### src/rtl/seq_detector_prog_pkg.sv
// -----------------------------------------------------------------------------
// seq_detector_prog_pkg
// Shared constants and helpers for the programmable serial pattern detector.
//   DEF_MAX_LEN / DEF_CNT_W : default pattern length limit and counter width
//   OVL_ON / OVL_OFF        : encodings of the overlap-mode configuration bit
//   clamp_len()             : limits a requested pattern length to MAX_LEN
// -----------------------------------------------------------------------------
package seq_detector_prog_pkg;

  localparam int unsigned DEF_MAX_LEN = 32'd8;
  localparam int unsigned DEF_CNT_W   = 32'd8;

  localparam logic OVL_ON  = 1'b1;
  localparam logic OVL_OFF = 1'b0;

  // Requested lengths beyond the history depth are treated as the full depth.
  function automatic int unsigned clamp_len(input int unsigned len,
                                            input int unsigned max_len);
    int unsigned res;
    if (len > max_len) begin
      res = max_len;
    end else begin
      res = len;
    end
    return res;
  endfunction

endpackage

### src/rtl/seq_detector_prog_sat_counter.sv
// -----------------------------------------------------------------------------
// seq_sat_counter
// Saturating up-counter used for the detector's match count.
//   clk    : clock, rising edge
//   rst    : synchronous active-high reset, clears the count
//   clr_i  : synchronous clear (lower priority than rst)
//   inc_i  : increment request; ignored once the count is all-ones
//   cnt_o  : registered count value
// -----------------------------------------------------------------------------
module seq_sat_counter #(
  parameter int unsigned W = 32'd8
) (
  input  logic         clk,
  input  logic         rst,
  input  logic         clr_i,
  input  logic         inc_i,
  output logic [W-1:0] cnt_o
);

  logic [W-1:0] cnt_q;
  logic [W-1:0] cnt_d;

  // Next count: clear, saturating increment, or hold.
  always_comb begin
    cnt_d = cnt_q;
    if (clr_i) begin
      cnt_d = '0;
    end else if (inc_i && (cnt_q != {W{1'b1}})) begin
      cnt_d = cnt_q + {{(W-1){1'b0}}, 1'b1};
    end else begin
      cnt_d = cnt_q;
    end
  end

  // Count register.
  always_ff @(posedge clk) begin
    if (rst) begin
      cnt_q <= '0;
    end else begin
      cnt_q <= cnt_d;
    end
  end

  assign cnt_o = cnt_q;

endmodule

### src/rtl/seq_detector_prog.sv
// -----------------------------------------------------------------------------
// seq_detector_prog
// Programmable serial bit-pattern detector with registered (Moore) outputs.
// A pattern of 1..MAX_LEN bits is loaded at runtime; incoming qualified bits
// shift into a history register and are compared against the pattern.
//   clk            : clock, rising edge
//   rst            : synchronous active-high reset
//   cfg_load_i     : latch cfg_pattern_i / cfg_len_i / cfg_overlap_i, clear history
//   cfg_pattern_i  : pattern, bit [len-1] arrives first, bit [0] last
//   cfg_len_i      : pattern length (0 disables, >MAX_LEN clamps)
//   cfg_overlap_i  : 1 = overlapping, 0 = non-overlapping detection
//   d_i, d_valid_i : serial data bit and its qualifier
//   match_o        : one-cycle pulse the cycle after the completing bit
//   match_count_o  : saturating number of matches since load/reset
//   armed_o        : a non-zero length is loaded
// -----------------------------------------------------------------------------
module seq_detector_prog
  import seq_detector_prog_pkg::*;
#(
  parameter int unsigned MAX_LEN = DEF_MAX_LEN,
  parameter int unsigned LEN_W   = 32'd4,
  parameter int unsigned CNT_W   = DEF_CNT_W
) (
  input  logic               clk,
  input  logic               rst,
  input  logic               cfg_load_i,
  input  logic [MAX_LEN-1:0] cfg_pattern_i,
  input  logic [LEN_W-1:0]   cfg_len_i,
  input  logic               cfg_overlap_i,
  input  logic               d_i,
  input  logic               d_valid_i,
  output logic               match_o,
  output logic [CNT_W-1:0]   match_count_o,
  output logic               armed_o
);

  localparam logic [LEN_W-1:0] MAX_LEN_L = LEN_W'(MAX_LEN);

  logic [MAX_LEN-1:0] pattern_q, pattern_d;
  logic [MAX_LEN-1:0] hist_q,    hist_d;
  logic [LEN_W-1:0]   len_q,     len_d;
  logic [LEN_W-1:0]   fill_q,    fill_d;
  logic               overlap_q, overlap_d;
  logic               match_q,   match_d;
  logic               armed_q,   armed_d;

  logic [LEN_W-1:0]   cfg_len_clamped_s;
  logic [LEN_W-1:0]   fill_inc_s;
  logic [MAX_LEN-1:0] shifted_s;
  logic [MAX_LEN-1:0] len_mask_s;
  logic               hit_s;

  assign cfg_len_clamped_s = LEN_W'(clamp_len(32'(cfg_len_i), MAX_LEN));

  // Mask selecting the low len_q history bits that take part in the compare.
  always_comb begin
    len_mask_s = '0;
    for (int i = 0; i < int'(MAX_LEN); i++) begin
      if (i < int'(len_q)) begin
        len_mask_s[i] = 1'b1;
      end else begin
        len_mask_s[i] = 1'b0;
      end
    end
  end

  // Candidate history/fill after accepting d_i, and the match decision on it.
  always_comb begin
    shifted_s = {hist_q[MAX_LEN-2:0], d_i};
    if (fill_q >= MAX_LEN_L) begin
      fill_inc_s = MAX_LEN_L;
    end else begin
      fill_inc_s = fill_q + {{(LEN_W-1){1'b0}}, 1'b1};
    end
    // Fill gates stale history: after a non-overlapping match the old bits
    // stay in hist_q but cannot match until len fresh bits have arrived.
    hit_s = armed_q
         && (fill_inc_s >= len_q)
         && (((shifted_s ^ pattern_q) & len_mask_s) == '0);
  end

  // Next-state: configuration load has priority over the datapath.
  always_comb begin
    pattern_d = pattern_q;
    hist_d    = hist_q;
    len_d     = len_q;
    fill_d    = fill_q;
    overlap_d = overlap_q;
    armed_d   = armed_q;
    match_d   = 1'b0;
    if (cfg_load_i) begin
      pattern_d = cfg_pattern_i;
      len_d     = cfg_len_clamped_s;
      overlap_d = cfg_overlap_i;
      armed_d   = (cfg_len_clamped_s != '0);
      hist_d    = '0;
      fill_d    = '0;
      match_d   = 1'b0;
    end else if (d_valid_i && armed_q) begin
      hist_d  = shifted_s;
      match_d = hit_s;
      if (hit_s && (overlap_q == OVL_OFF)) begin
        fill_d = '0;
      end else begin
        fill_d = fill_inc_s;
      end
    end else begin
      hist_d  = hist_q;
      fill_d  = fill_q;
      match_d = 1'b0;
    end
  end

  // State and output registers.
  always_ff @(posedge clk) begin
    if (rst) begin
      pattern_q <= '0;
      hist_q    <= '0;
      len_q     <= '0;
      fill_q    <= '0;
      overlap_q <= 1'b0;
      match_q   <= 1'b0;
      armed_q   <= 1'b0;
    end else begin
      pattern_q <= pattern_d;
      hist_q    <= hist_d;
      len_q     <= len_d;
      fill_q    <= fill_d;
      overlap_q <= overlap_d;
      match_q   <= match_d;
      armed_q   <= armed_d;
    end
  end

  // The counter steps on the same edge that raises match_q, so the count
  // already includes a match while its pulse is visible.
  seq_sat_counter #(
    .W (CNT_W)
  ) u_match_cnt (
    .clk   (clk),
    .rst   (rst),
    .clr_i (cfg_load_i),
    .inc_i (match_d),
    .cnt_o (match_count_o)
  );

  assign match_o = match_q;
  assign armed_o = armed_q;

endmodule

### config.mk
export PLATFORM = sky130hd
export DESIGN_NAME = seq_detector_prog
export DESIGN_NICKNAME = d
export VERILOG_FILES = /design/src/rtl/seq_detector_prog_pkg.sv /design/src/rtl/seq_detector_prog_sat_counter.sv /design/src/rtl/seq_detector_prog.sv
export SDC_FILE = /design/constraint.sdc
export NUM_CORES = 1
export LEC_CHECK = 0
export BUFFER_PORTS_ARGS = -buffer_cell sky130_fd_sc_hd__buf_4
export CAP_MARGIN = 0
export CORE_MARGIN = 2
export CORE_UTILIZATION = 35
export CTS_BUF_LIST = sky130_fd_sc_hd__clkbuf_4 sky130_fd_sc_hd__clkbuf_8
export CTS_CLUSTER_SIZE = 8
export DETAILED_ROUTE_END_ITERATION = 16
export PLACE_DENSITY_LB_ADDON = 0.08
export SLEW_MARGIN = 20
export SYNTH_ARGS = -nofsm -noshare
export SYNTH_HDL_FRONTEND = slang
export SYNTH_SLANG_ARGS = --single-unit
### constraint.sdc
create_clock -name clk -period 3 [get_ports clk]
set_input_delay 0.15 -clock clk [delete_from_list [all_inputs] [get_ports clk]]
set_output_delay 0.15 -clock clk [all_outputs]
set_load 0.05 [all_outputs]
==> results.sh <==
export IMPL_result_of_the_run="completed"
export IMPL_hold_slack_ns=0.101
export IMPL_num_rows=25
export IMPL_average_routed_wire_per_standard_cell_um=14.7
export IMPL_die_width_um=73.1
export IMPL_ff2ff_path_depth=10
export IMPL_post_synth_cell_area_avg_um2=8.56
export IMPL_timing_hold_violations_final=0
export IMPL_crit_path_max_fanout=7
export IMPL_synth_sequential_area_ratio=0.408
export IMPL_synth_edff_count=0
export IMPL_cts_root_to_sink_buffers=2
export IMPL_holdPathStages=3
export IMPL_antenna_found_initial=0
export IMPL_ctsHtreeMaxLevel=2
export IMPL_layout_cells_most_common="sky130_fd_sc_hd__dfxtp_1"
export IMPL_place_detailed_hpwl_mm=2.82
export IMPL_placeableCoreArea_mm2=0.00466
export IMPL_finalWeightedCongestion=0.811
export IMPL_ys_async_sr_fraction=0
export IMPL_fin_skew_ns=0.00265
export IMPL_tightest_slew_ns=0.578
export IMPL_finalSetupTns_ns=0
export IMPL_synth_distinct_cells=37
export IMPL_layout_drive_gt1_share=0.232
export IMPL_max_cap_viol_count=0
export IMPL_area_used_by_multi_input_combinational_logic_um2=961
export IMPL_post_synth_top_area_cell="sky130_fd_sc_hd__dfxtp_1"
export IMPL_port_buffer_count=27
export IMPL_most_area_consuming_cells_after_synthesis="sky130_fd_sc_hd__dfxtp_1 41%, sky130_fd_sc_hd__mux2i_1 6.0%, sky130_fd_sc_hd__ha_1 5.2%"
export IMPL_remaining_drc_errors=0
export IMPL_flow_area_growth_from_synthesis_pct=22.6
export IMPL_die_h_um=73.1
export IMPL_timing_critical_path_from_type="flop"
export IMPL_power_per_cell_area_mw_per_mm2=439
export IMPL_tritoncts="yes"
export IMPL_setup_repair_after_global_routing_missed_its_margin="no"
export IMPL_wirelength_mm=4.04
export IMPL_clock_insertion_delay_at_the_later_pin_of_the_skew_report_ns=0.28
export IMPL_ys_warn_count=0
export IMPL_detail_route_iter0_violations=66
export IMPL_arrival_worst_endpoint_ns=3.02
export IMPL_critPathRequiredTime_ns=3.15
export IMPL_ant_nets=0
export IMPL_p_leak_nw=0.771
export IMPL_final_max_slew_violation_count=0
export IMPL_numCtsBuffers=5
export IMPL_syn_area_mm2=0.00167
export IMPL_synthCells=195
export IMPL_globalRouteOverflowTotal=0
export IMPL_path_class="reg -> reg"
export IMPL_pin_count_of_the_biggest_net_entering_global_routing=24
export IMPL_max_slew_margin=0.613
export IMPL_synth_top_cell_area_share=0.408
export IMPL_grt_pass1_wl_mm=6.59
export IMPL_design_power_total_mw=0.898
export IMPL_cts_sinks=34
export IMPL_first_global_vias=1420
export IMPL_number_of_diodes_added_for_antenna_fixing=0
export IMPL_vdd_ir_drop_max_mv=0.271
export IMPL_route_detailed_vias_per_inst=5.33
export IMPL_groute_usage_overall=0.161
export IMPL_routed_vias=1460
export IMPL_final_setup_worst_slack_ns=0.134
export IMPL_max_clk_rate_ghz=0.349
export IMPL_ctsRootBufferMaster="sky130_fd_sc_hd__clkbuf_8"
export IMPL_clk_pin_slew_worst_paths_ns=0.06
export IMPL_setup_violations=0
export IMPL_final_min_period_over_clock_period=0.955
export IMPL_initial_core_util=0.358
export IMPL_dominantRegCellSynth="sky130_fd_sc_hd__dfxtp_1"
export IMPL_post_layout_minimum_cycle_time_ns=2.87
export IMPL_drt_pre_antenna_iters=4
export IMPL_fin_nets=246
export IMPL_synth_net_count=220
export IMPL_ff_latch_area_um2=683
export IMPL_io_pins=28
export IMPL_place_ws_ns=0.188
export IMPL_ctsHoldBuffers=0
export IMPL_fp_dieArea_mm2=0.00534
export IMPL_min_delay_path_class="in -> reg"
export IMPL_nFillCells=481
export IMPL_synth_seq_cells=34
export IMPL_worstSetupEndpointType="flop"
export IMPL_most_common_layout_cells="32 x sky130_fd_sc_hd__dfxtp_1, 29 x sky130_fd_sc_hd__buf_4, 23 x sky130_fd_sc_hd__nand2_1"
-- layer usage --
layer / vias up / GRT usage / wire length [um]
met4: 0 / 0.0617 / 77
met2: 21 / 0.253 / 1980
li1: 737 / - / -
met5: - / 0 / 0
met3: 9 / 0.0428 / 110
met1: 693 / 0.209 / 1870
-- worst max-delay path, stage by stage (launching register included) --
cell	delay (ns)
sky130_fd_sc_hd__dfxtp_2	0.34
sky130_fd_sc_hd__ha_2	0.18
sky130_fd_sc_hd__xnor2_1	0.15
sky130_fd_sc_hd__nor2_1	0.08
sky130_fd_sc_hd__ha_1	0.28
sky130_fd_sc_hd__o21a_1	0.10
sky130_fd_sc_hd__o22ai_1	0.08
sky130_fd_sc_hd__or4_4	0.50
sky130_fd_sc_hd__or4_4	0.57
sky130_fd_sc_hd__o311ai_2	0.33
sky130_fd_sc_hd__o41ai_2	0.13
-- where the power goes --
| group | leakage [nW] | switching (mW) | internal (mW) |
|---|---|---|---|
| logic | 0.450 | 0.0514 | 0.0461 |
| clock network | 0.0431 | 0.150 | 0.177 |
| registers | 0.278 | 0.0113 | 0.463 |
| total | 0.771 | 0.213 | 0.686 |
-- what timing repair did --
action | CTS | global route
endpoints found under the setup margin | 0 | 5
gates resized for setup | 0 | 13
endpoints found under the hold margin | 0 | 0
buffers inserted | 0 | 2
-- cell type report --
cell class / instances / share of cell area
flip-flops and latches: 34 / 0.334
multi-input cells: 144 / 0.470
repair buffers: 30 / 0.112
inverters: 6 / 0.0110
clock buffers: 6 / 0.0404
well taps: 54 / 0.0330
-- cell families after synthesis --
group | Yosys count | share of synthesized area
flip-flops | 34 | 0.408
XOR/XNOR | 9 | 0.0472
AO/OA/AOI/OAI | 41 | 0.153
multiplexers | 10 | 0.0600
AND/OR/NAND/NOR | 77 | 0.232
buffers and inverters | 17 | 0.0472
adder cells (fa/ha/maj) | 7 | 0.0525
-- cells in the mapped netlist, types with 2 or more instances --
library cell,count
sky130_fd_sc_hd__dfxtp_1,34
sky130_fd_sc_hd__a2bb2oi_1,2
sky130_fd_sc_hd__o41ai_1,2
sky130_fd_sc_hd__nor2b_1,3
sky130_fd_sc_hd__a21oi_1,17
sky130_fd_sc_hd__mux2i_1,10
sky130_fd_sc_hd__nand2_1,23
sky130_fd_sc_hd__nand3_1,6
sky130_fd_sc_hd__xnor2_1,9
sky130_fd_sc_hd__clkbuf_1,8
sky130_fd_sc_hd__buf_6,2
sky130_fd_sc_hd__or2_2,2
sky130_fd_sc_hd__and3_1,2
sky130_fd_sc_hd__a211oi_1,3
sky130_fd_sc_hd__or3_1,7
sky130_fd_sc_hd__or4_4,2
sky130_fd_sc_hd__o311ai_1,2
sky130_fd_sc_hd__nor2_1,20
sky130_fd_sc_hd__inv_1,6
sky130_fd_sc_hd__nor4_1,2
sky130_fd_sc_hd__o21ai_1,6
sky130_fd_sc_hd__nor3_1,3
sky130_fd_sc_hd__nand3b_1,2
sky130_fd_sc_hd__o22ai_1,3
sky130_fd_sc_hd__ha_1,7
-- registers in the layout, summed over array words and instances, names as in the netlist --
name	flops
pattern_q	8
u_match_cnt.cnt_o	8
hist_q	7
fill_q	4
len_q	4
armed_o	1
match_o	1
overlap_q	1
-- metrics by stage --
step | instance area, um^2 | std cells | util
floorplan | 1670 | 195 | -
global placement | 1890 | 266 | 0.406
detailed placement | 1890 | 266 | 0.406
CTS | 1970 | 272 | 0.423
global route | 2050 | 274 | 0.439
finish | 2050 | 274 | 0.439
-- worst paths after layout --
check             slack (ns)              from                   end
setup / recovery        0.13         fill_q[0]  u_match_cnt.cnt_o[3]
hold reg to reg         0.48         hist_q[6]             hist_q[6]
hold / removal          0.10  cfg_pattern_i[3]          pattern_q[3]
setup reg to reg        0.13         fill_q[0]  u_match_cnt.cnt_o[3]
No activity file was read; power rests on OpenSTA's default activity.
